==> src/rtl/layer_compositor.sv <==
// rtl/layer_compositor.sv - priority layer mux, view border, fade attenuation; 2-cycle registered RGB pipeline
module layer_compositor #(
    parameter int                        LAYERS           = 4,
    parameter int                        COLOR_BITS       = 4,
    parameter int                        VIEW_LEFT_X      = 340,
    parameter int                        VIEW_RIGHT_X     = 682,
    parameter logic [3:0][LAYERS-1:0]    STATE_MASKS      = '1,
    parameter logic [3*COLOR_BITS-1:0]   BG_COLOR         = '1,
    parameter logic [3*COLOR_BITS-1:0]   BORDER_COLOR     = '0,
    parameter int                        FADE_STEP_FRAMES = 4
) (
    input  logic                                    clk_i,
    input  logic                                    rst_i,
    input  logic                                    draw_i,
    input  logic [10:0]                             beam_x_i,
    input  logic [9:0]                              beam_y_i,
    input  logic                                    frame_strobe_i,
    input  logic [1:0]                              game_state_i,
    input  logic [LAYERS-1:0][2:0][COLOR_BITS-1:0]  layer_color_i,
    input  logic [LAYERS-1:0]                       layer_transparency_i,
    input  logic                                    fade_request_i,
    output logic [COLOR_BITS-1:0]                   red_o,
    output logic [COLOR_BITS-1:0]                   green_o,
    output logic [COLOR_BITS-1:0]                   blue_o,
    output logic                                    draw_out_o,
    output logic [COLOR_BITS-1:0]                   fade_level_o,
    output logic                                    fade_busy_o,
    output logic                                    fade_done_o
);

    localparam int PIX_W  = 3 * COLOR_BITS;
    localparam int STEP_W = (FADE_STEP_FRAMES > 1) ? $clog2(FADE_STEP_FRAMES) : 1;
    localparam logic [STEP_W-1:0]     STEP_LAST = STEP_W'(FADE_STEP_FRAMES - 1);
    localparam logic [COLOR_BITS-1:0] LEVEL_MAX = '1;
    localparam logic [COLOR_BITS-1:0] LEVEL_ONE = COLOR_BITS'(1);

    localparam logic [1:0] SHOW     = 2'd0;
    localparam logic [1:0] FADE_OUT = 2'd1;
    localparam logic [1:0] DARK     = 2'd2;
    localparam logic [1:0] FADE_IN  = 2'd3;

    logic                  unused_beam_y;
    assign unused_beam_y = ^beam_y_i;

    logic [PIX_W-1:0]      s1_pix_q, s1_pix_d;
    logic                  s1_draw_q;
    logic [PIX_W-1:0]      out_q, out_d;
    logic                  draw_out_q;
    logic [1:0]            state_q, state_d;
    logic [STEP_W-1:0]     step_q, step_d;
    logic [COLOR_BITS-1:0] level_q, level_d;
    logic                  done_q, done_d;
    logic [LAYERS-1:0]     enabled;
    logic                  outside_view;

    // Stage 1: lowest-index enabled opaque layer wins; border overrides everything
    always_comb begin
        enabled      = STATE_MASKS[game_state_i] & ~layer_transparency_i;
        outside_view = (beam_x_i < 11'(VIEW_LEFT_X)) || (beam_x_i >= 11'(VIEW_RIGHT_X));
        s1_pix_d     = BG_COLOR;
        for (int l = LAYERS - 1; l >= 0; l--) begin
            if (enabled[l]) begin
                s1_pix_d = layer_color_i[l];
            end
        end
        if (outside_view) begin
            s1_pix_d = BORDER_COLOR;
        end
    end

    // Stage 2: saturating subtract of the fade level from each channel
    logic [2:0][COLOR_BITS:0] diff;
    always_comb begin
        diff  = '0;
        out_d = '0;
        for (int c = 0; c < 3; c++) begin
            diff[c] = {1'b0, s1_pix_q[c*COLOR_BITS +: COLOR_BITS]} - {1'b0, level_q};
            out_d[c*COLOR_BITS +: COLOR_BITS] = diff[c][COLOR_BITS] ? '0 : diff[c][COLOR_BITS-1:0];
        end
        if (!s1_draw_q) begin
            out_d = '0;
        end
    end

    always_comb begin
        state_d = state_q;
        step_d  = step_q;
        level_d = level_q;
        done_d  = 1'b0;
        case (state_q)
            SHOW: begin
                level_d = '0;
                if (fade_request_i) begin
                    state_d = FADE_OUT;
                    step_d  = '0;
                end
            end
            FADE_OUT: begin
                if (frame_strobe_i) begin
                    if (step_q == STEP_LAST) begin
                        step_d  = '0;
                        level_d = level_q + LEVEL_ONE;
                        if (level_q == LEVEL_MAX - LEVEL_ONE) begin
                            state_d = DARK;
                            done_d  = 1'b1;
                        end
                    end else begin
                        step_d = step_q + 1'b1;
                    end
                end
            end
            DARK: begin
                level_d = LEVEL_MAX;
                if (fade_request_i) begin
                    state_d = FADE_IN;
                    step_d  = '0;
                end
            end
            FADE_IN: begin
                if (frame_strobe_i) begin
                    if (step_q == STEP_LAST) begin
                        step_d  = '0;
                        level_d = level_q - LEVEL_ONE;
                        if (level_q == LEVEL_ONE) begin
                            state_d = SHOW;
                            done_d  = 1'b1;
                        end
                    end else begin
                        step_d = step_q + 1'b1;
                    end
                end
            end
            default: state_d = SHOW;
        endcase
    end

    always_ff @(posedge clk_i) begin
        if (rst_i) begin
            s1_pix_q   <= '0;
            s1_draw_q  <= 1'b0;
            out_q      <= '0;
            draw_out_q <= 1'b0;
            state_q    <= SHOW;
            step_q     <= '0;
            level_q    <= '0;
            done_q     <= 1'b0;
        end else begin
            s1_pix_q   <= s1_pix_d;
            s1_draw_q  <= draw_i;
            out_q      <= out_d;
            draw_out_q <= s1_draw_q;
            state_q    <= state_d;
            step_q     <= step_d;
            level_q    <= level_d;
            done_q     <= done_d;
        end
    end

    assign red_o        = out_q[2*COLOR_BITS +: COLOR_BITS];
    assign green_o      = out_q[COLOR_BITS +: COLOR_BITS];
    assign blue_o       = out_q[0 +: COLOR_BITS];
    assign draw_out_o   = draw_out_q;
    assign fade_level_o = level_q;
    assign fade_busy_o  = (state_q == FADE_OUT) || (state_q == FADE_IN);
    assign fade_done_o  = done_q;

endmodule

==> config.mk <==
export PLATFORM = sky130hd
export DESIGN_NAME = layer_compositor
export DESIGN_NICKNAME = d
export VERILOG_FILES = /design/src/rtl/layer_compositor.sv
export SDC_FILE = /design/constraint.sdc
export NUM_CORES = 1
export LEC_CHECK = 0
export ABC_AREA = 1
export CORE_MARGIN = 2
export CORE_UTILIZATION = 39
export DETAILED_ROUTE_END_ITERATION = 8
export PLACE_DENSITY_LB_ADDON = 0.08
export SLEW_MARGIN = 20
export SYNTH_ARGS = -nofsm -noshare
export SYNTH_HDL_FRONTEND = slang
export SYNTH_SLANG_ARGS = --single-unit
==> constraint.sdc <==
create_clock -name clk_i -period 1.9 [get_ports clk_i]
set_clock_uncertainty 0.15 [all_clocks]
set_input_delay 0.285 -clock clk_i [delete_from_list [all_inputs] [get_ports clk_i]]
set_output_delay 0.285 -clock clk_i [all_outputs]
set_load 0.01 [all_outputs]
==> metrics, run 1 <==
Core ar.=between 5000 and 6000 µm²; vias in the first global route=2106; net count after synthesis=between 400 and 500; share of post-route cells with drive strength above 1=between 15 and 20%; die width=80.8 µm; reg2reg end=out_q[11]$_SDFF_PP0_; Internal=between 1500 and 2000 µW; P per Cell Area=841 nW/µm²; Seq/Total Area, Yosys=a little under a third; Syn Std Cell Area=~2300 µm²; Tcrit/Tclk final=96.2%; final slew viol count=0; Crit Path Category=reg2out; async set-reset flop share out of synthesis=0%; post-detail-place hpwl=4190 µm; busiest layer in global routing=met2; number of synthesis warnings=0; worst skew pair latency=around 0.30 ns; hold_ws=about 0.33 ns; Layout area overhead=47.8%; met1 Use GR=between 10% and 20%; Finish-stage setup viols=0; worst-margin pin slew=about 0.34 ns; VDD IR-drop max=about 0.38 mV; Switch Pwr=roughly 1100 µW; Overall Global Routing Usage=16.3%; Post-synth EDFFs=0; Die Span Y=between 80 and 90 µm; Multi-input gate area=roughly 1400 µm²; Most used DFF post-synth=dfxtp_1; final net count=approximately 520; Critical-path top delay cell=clkdlybuf4s50_1; Post-synth top cells=66 x nand2_1, 35 x dfxtp_1, 35 x inv_1; row count=27; First DRT Iteration DRCs=20; final WL=about 4900 µm; Clk pwr share=18.6%; first-pass GRT wire length=8300 µm; Initial Util=41.0%; die area=between 6000 and 7000 µm²; fmax=547 MHz; setup_tns=0 ns; clock sinks=35; Seq pwr share=about a third; Crit path required time=approximately 1.5 ns; Syn Area/Cell=~7.3 µm²; GP Congestion=between 0.8 and 0.9; total grt overflow=0; max_cap viols=0; port bufs=85; Seq cells post-synth=35; Routed Antenna Nets=0; Logic pwr share=between 50% and 60%; post-synth top area cell=dfxtp_1; pin count of the biggest net entering global routing=13; worst hold stages=2; Top Ports=just under 100; CTS tree=yes; DRT Pass-1 Iters=4; Hold Crit Class=reg2reg; clk buf depth=2; worst-path cell chain=buf_4 -> clkdlybuf4s50_1; CP endpoint kind=primary output; peak fanout along the critical path=6; Crit path arrival time=roughly 1.4 ns; clk slew on worst S/H paths=about 0.08 ns; share of the synthesized area in the top cell type=30.5%; Synth area leaders=dfxtp_1 30%, ha_1 12%, nand2_1 11%, inv_1 5.7%, a21oi_1 5.0%; hold path endpoint=draw_out_o$_SDFF_PP0_; n_diodes=0; GR Layer Usage met2=30.3%; FF-to-FF setup slack=0.14 ns; Worst slew margin=about 77%; Avg WL per Cell=10.2 µm; initial antenna violation count=0; Sequential Area=a little over 700 µm²; hold path start=s1_draw_q$_SDFF_PP0_; H-tree lvl count=2; final hold violations=0; Crit path largest cell delay=between 0.5 and 0.6 ns; # DRC=0; count leader, synth=nand2_1; number of vias per cell=between 4 and 5; Leakage=0.00146 µW; met3 usage=under 10%; Sw Share=roughly two fifths; Unique masters post-synth=29; status=finished clean; r2r startpoint=fade_level_o[0]$_SDFFE_PP0P_; vias post-DR=around 2200; CTS Buf Count=5; Synth Instances=between 300 and 400; filler instances=540; Worst Setup Start Kind=register; Tmin final=1.83 ns; Worst R2R Path Depth=7; root buffer cell=clkbuf_8
## how the worst max path moves through the flow
stage                                 startpoint                      end  depth (start not counted)
floorplan           fade_level_o[1]$_SDFFE_PP0P_      out_q[2]$_SDFF_PP0_                          6
global placement    fade_level_o[0]$_SDFFE_PP0P_      out_q[6]$_SDFF_PP0_                          7
detailed placement  fade_level_o[0]$_SDFFE_PP0P_      out_q[6]$_SDFF_PP0_                          7
CTS                      state_q[1]$_SDFFE_PP0P_              fade_busy_o                          5
global route        fade_level_o[1]$_SDFFE_PP0P_  state_q[1]$_SDFFE_PP0P_                         10
finish              fade_level_o[0]$_SDFFE_PP0P_          fade_level_o[0]                          2
## power by group through the flow
stage / combinational, µW / clock (µW) / sequential [µW]
floorplan: 887 / 0 / 925
global placement: 1370 / 0 / 904
detailed placement: 1390 / 0 / 906
CTS: 1410 / 550 / 899
global route: 1630 / 584 / 911
finish: 1430 / 532 / 898
## metrics by stage
| stage | total power (µW) | setup slack, ns | instance area [µm²] | utilization (%) | std cells |
|---|---|---|---|---|---|
| 2_1_floorplan | 1810 | 0.0586 | 2300 | - | 315 |
| 3_3_place_gp | 2280 | 0.0415 | 3280 | 58.5 | 474 |
| 3_5_place_dp | 2300 | -0.0152 | 3280 | 58.5 | 474 |
| 4_1_cts | 2860 | 0.0128 | 3380 | 60.4 | 483 |
| 5_1_grt | 3130 | -0.00553 | 3400 | 60.6 | 483 |
| 6_report | 2860 | 0.0714 | 3400 | 60.6 | 483 |
## cell families after synthesis
logic type	synth area share, %
flip-flops	30.5
adder cells (fa/ha/maj)	14.6
AND/OR/NAND/NOR	31.5
XOR/XNOR	1.52
AO/OA/AOI/OAI	12.9
buffers and inverters	9.03
## per-layer routing
layer  wire [µm]  up-vias
met5           0        -
met4          78        0
met3         437        6
met2        2400       80
met1        2020      953
li1            -     1201
## sequential cells by signal, summed over array words and instances (netlist names)
register,cells
out_q,12
s1_pix_q,12
fade_level_o,4
state_q,2
step_q,2
draw_out_o,1
fade_done_o,1
s1_draw_q,1
## layout make-up
cell class,instances,share of cell area (%)
clock buffer,5,2.02
sequential,35,20.8
timing repair buffer,97,28.0
clock inverter,3,0.589
inverter,41,4.53
tap,72,2.65
multi-input combinational,230,41.4
## critical path: cells and delay by family, from the launching register on
kind | cells | cell delay [ns]
buffers and inverters | 2 | 0.71
flip-flops | 1 | 0.39
## what timing repair did
action                                  in CTS  in global routing
endpoints found under the hold margin        0                  0
hold buffers                                 0                  0
buffers inserted                             1                  0
endpoints found under the setup margin       5                  7
resized for setup                            5                  4
gates cloned                                 0                  0
pin swaps                                    1                  1
## cells in the final DEF, fill, tap and decap left out, types with 2 or more instances in the layout
master / count
nand2_2: 5
a21boi_0: 3
buf_4: 11
dfxtp_1: 33
inv_1: 35
ha_1: 20
inv_2: 6
nand3_2: 2
o221ai_1: 12
nor2_2: 17
xor2_1: 4
ha_2: 2
nand2_1: 66
o21ai_2: 2
nand3_1: 14
clkbuf_8: 5
nor2_4: 2
nor3b_1: 3
o21ai_1: 3
fa_1: 3
nor2_1: 27
or2_1: 2
a21oi_1: 23
o21ai_0: 3
clkinvlp_4: 2
or2_2: 13
clkdlybuf4s50_1: 84
Power figures use the tool's default switching activity.
==> inputs of run 2 (changes only) <==
--- a/config.mk
+++ b/config.mk
@@ -7,8 +7,9 @@
 export LEC_CHECK = 0
 export ABC_AREA = 1
 export CORE_MARGIN = 2
-export CORE_UTILIZATION = 39
+export CORE_UTILIZATION = 45
 export DETAILED_ROUTE_END_ITERATION = 8
+export DONT_BUFFER_PORTS = 1
 export PLACE_DENSITY_LB_ADDON = 0.08
 export SLEW_MARGIN = 20
 export SYNTH_ARGS = -nofsm -noshare
==> metrics, run 2 (synthesis results as in run 1) <==
port bufs=0 (was 85); WP depth=8 (was 2); Core ar.=5010 µm² (was 5610 µm²); FF-to-FF setup slack=0.13 ns (was 0.14 ns); r2r startpoint=fade_level_o[1]$_SDFFE_PP0P_ (was fade_level_o[0]$_SDFFE_PP0P_); fmax=566 MHz (was 547 MHz); CP Launch Point=fade_level_o[1]$_SDFFE_PP0P_ (was fade_level_o[0]$_SDFFE_PP0P_); peak fanout along the critical path=6 (unchanged); number of vias per cell=4.79 (was 4.64); row count=26 (was 27); Tcrit/Tclk final=92.9% (was 96.2%); CP endpoint kind=register (was primary output); final hold violations=0 (unchanged); vias in the first global route=1769 (was 2106); Crit path largest cell delay=0.38 ns (was 0.54 ns); CTS tree=yes (unchanged); die width=75.5 µm (was 80.8 µm); Top Ports=99 (unchanged); First DRT Iteration DRCs=58 (was 20); pin count of the biggest net entering global routing=14 (was 13); Crit Path Category=reg2reg (was reg2out); commonest cells after routing, fill and taps aside=66 x nand2_1, 34 x inv_1, 33 x dfxtp_1, 27 x nor2_1, 23 x a21oi_1 (was 84 x clkdlybuf4s50_1, 66 x nand2_1, 35 x inv_1, 33 x dfxtp_1, 27 x nor2_1); H-tree lvl count=2 (unchanged); Initial Util=45.9% (was 41.0%); Worst slew margin=76.9% (was 77.3%); final WL=4460 µm (was 4940 µm); initial antenna violation count=0 (unchanged); post-detail-place hpwl=3630 µm (was 4190 µm); final net count=430 (was 515); final core utilization=50.5% (was 60.6%); clock sinks=35 (unchanged); first-pass GRT wire length=7330 µm (was 8300 µm); reg2reg end=fade_level_o[2]$_SDFFE_PP0P_ (was out_q[11]$_SDFF_PP0_); Die Span Y=75.5 µm (was 80.8 µm); dpl cells=385 (was 474); Critical Path Most Common Cell=nand3_1; hold_ws=0.0881 ns (was 0.328 ns); vias post-DR=1895 (was 2240); Critical path buffers and inverters=2 (unchanged); DRT Pass-1 Iters=4 (unchanged); Overall Global Routing Usage=16.7% (was 16.3%); Avg WL per Cell=11.3 µm (was 10.2 µm); Tmin final=1.77 ns (was 1.83 ns); clk slew on worst S/H paths=0.07 ns (was 0.08 ns); fin area=2530 µm² (was 3400 µm²); root buffer cell=clkbuf_8 (unchanged); Worst R2R Path Depth=8 (was 7); # DRC=0 (unchanged); worst skew pair latency=0.28 ns (was 0.30 ns); Worst Setup Start Kind=register (unchanged); commonest non-fill, non-tap cell in the layout=nand2_1 (was clkdlybuf4s50_1); total grt overflow=0 (unchanged); GP Congestion=0.813 (was 0.857); worst-margin pin slew=0.346 ns (was 0.339 ns); n_diodes=0 (unchanged); unrepaired setup endpoints after global routing=yes; VDD IR-drop max=0.388 mV (was 0.375 mV); Finish-stage setup viols=0 (unchanged); worst-path cell chain=clkinvlp_4 -> buf_4 -> ha_1 -> or2_2 -> nand3_1 -> nand3_1 -> nand2_1 -> a21oi_1 (was buf_4 -> clkdlybuf4s50_1); CTS Buf Count=5 (unchanged); Layout area overhead=9.96% (was 47.8%); final slew viol count=0 (unchanged); Cell Count, Final, Fillers Out=396 (was 483); die area=5700 µm² (was 6530 µm²); Critical-path top delay cell=dfxtp_1 (was clkdlybuf4s50_1); Crit path arrival time=1.77 ns (was 1.39 ns); Leakage=0.00113 µW (was 0.00146 µW); Cell Area, Placed=2400 µm² (was 3280 µm²); clk buf depth=2 (unchanged); Crit path required time=1.91 ns (was 1.46 ns); end of the critical path=fade_level_o[2]$_SDFFE_PP0P_ (was fade_level_o[0]); P per Cell Area=1020 nW/µm² (was 841 nW/µm²); Largest delay share family, worst path=simple AND/OR/NAND/NOR gates (was buffers and inverters); share of post-route cells with drive strength above 1=21.2% (was 17.5%); max_cap viols=0 (unchanged); Hold Crit Class=in2reg (was reg2reg); status=finished clean (unchanged); Routed Antenna Nets=0 (unchanged)
[run 2: metrics by stage]
step	setup TNS [ns]	total power [µW]	worst slack, ns
6_report	0	2580	0.134
5_1_grt	-0.000499	2840	-0.000499
4_1_cts	0	2600	0.0963
3_5_place_dp	0	2050	0.00886
3_3_place_gp	0	2050	0.0323
2_1_floorplan	0	1810	0.0586
[run 2: timing repair]
| action | in CTS | in global routing |
|---|---|---|
| endpoints found under the hold margin | 7 | 0 |
| setup endpoints to repair | 2 | 7 |
| pin swaps | 0 | 1 |
| buffers inserted | 0 | 1 |
| hold buffers | 2 | 0 |
| gates resized for setup | 1 | 5 |
[run 2: per-layer routing]
layer  track usage (%)  vias to the layer above  part of all wire, %
met4              5.07                        0                 0.99
met3              3.57                        4                  6.6
met5                 0                        -                    0
met1              19.6                      786                   44
met2              30.2                       78                   48
li1                  -                     1027                    -
[run 2: report_power, final]
group | leakage, µW | switching, µW | internal, µW | total [µW]
clock network | 0.0000412 | 263 | 256 | 519
logic | 0.000802 | 675 | 473 | 1150
registers | 0.000286 | 83.9 | 826 | 910
total | 0.00113 | 1020 | 1560 | 2580
[run 2: area by class of cell]
| type | count | area, µm² |
|---|---|---|
| inverter | 41 | 158 |
| clock buffer | 6 | 72.6 |
| clock inverter | 2 | 12.5 |
| timing repair buffer | 12 | 95.1 |
| fill | 537 | 2480 |
| sequential | 35 | 703 |
| tap | 70 | 87.6 |
| multi-input combinational | 230 | 1400 |
[run 2: tightest hold or removal path: stages]
cell     delay [ns]
inv_1          0.08
nand2_1        0.09
nor2_1         0.03
[run 2: worst min-delay path by stage]
stage               cells past startpoint  slack, ns                     from                 endpoint
floorplan                               2       0.24                   draw_i     s1_draw_q$_SDFF_PP0_
global route                            4       0.10  layer_transparency_i[1]   s1_pix_q[0]$_SDFF_PP0_
CTS                                     3       0.09                    rst_i  state_q[0]$_SDFFE_PP0P_
detailed placement                      1       0.21                    rst_i   step_q[1]$_SDFFE_PP0P_
global placement                        1       0.21                    rst_i   step_q[1]$_SDFFE_PP0P_
finish                                  3       0.09                    rst_i  state_q[1]$_SDFFE_PP0P_
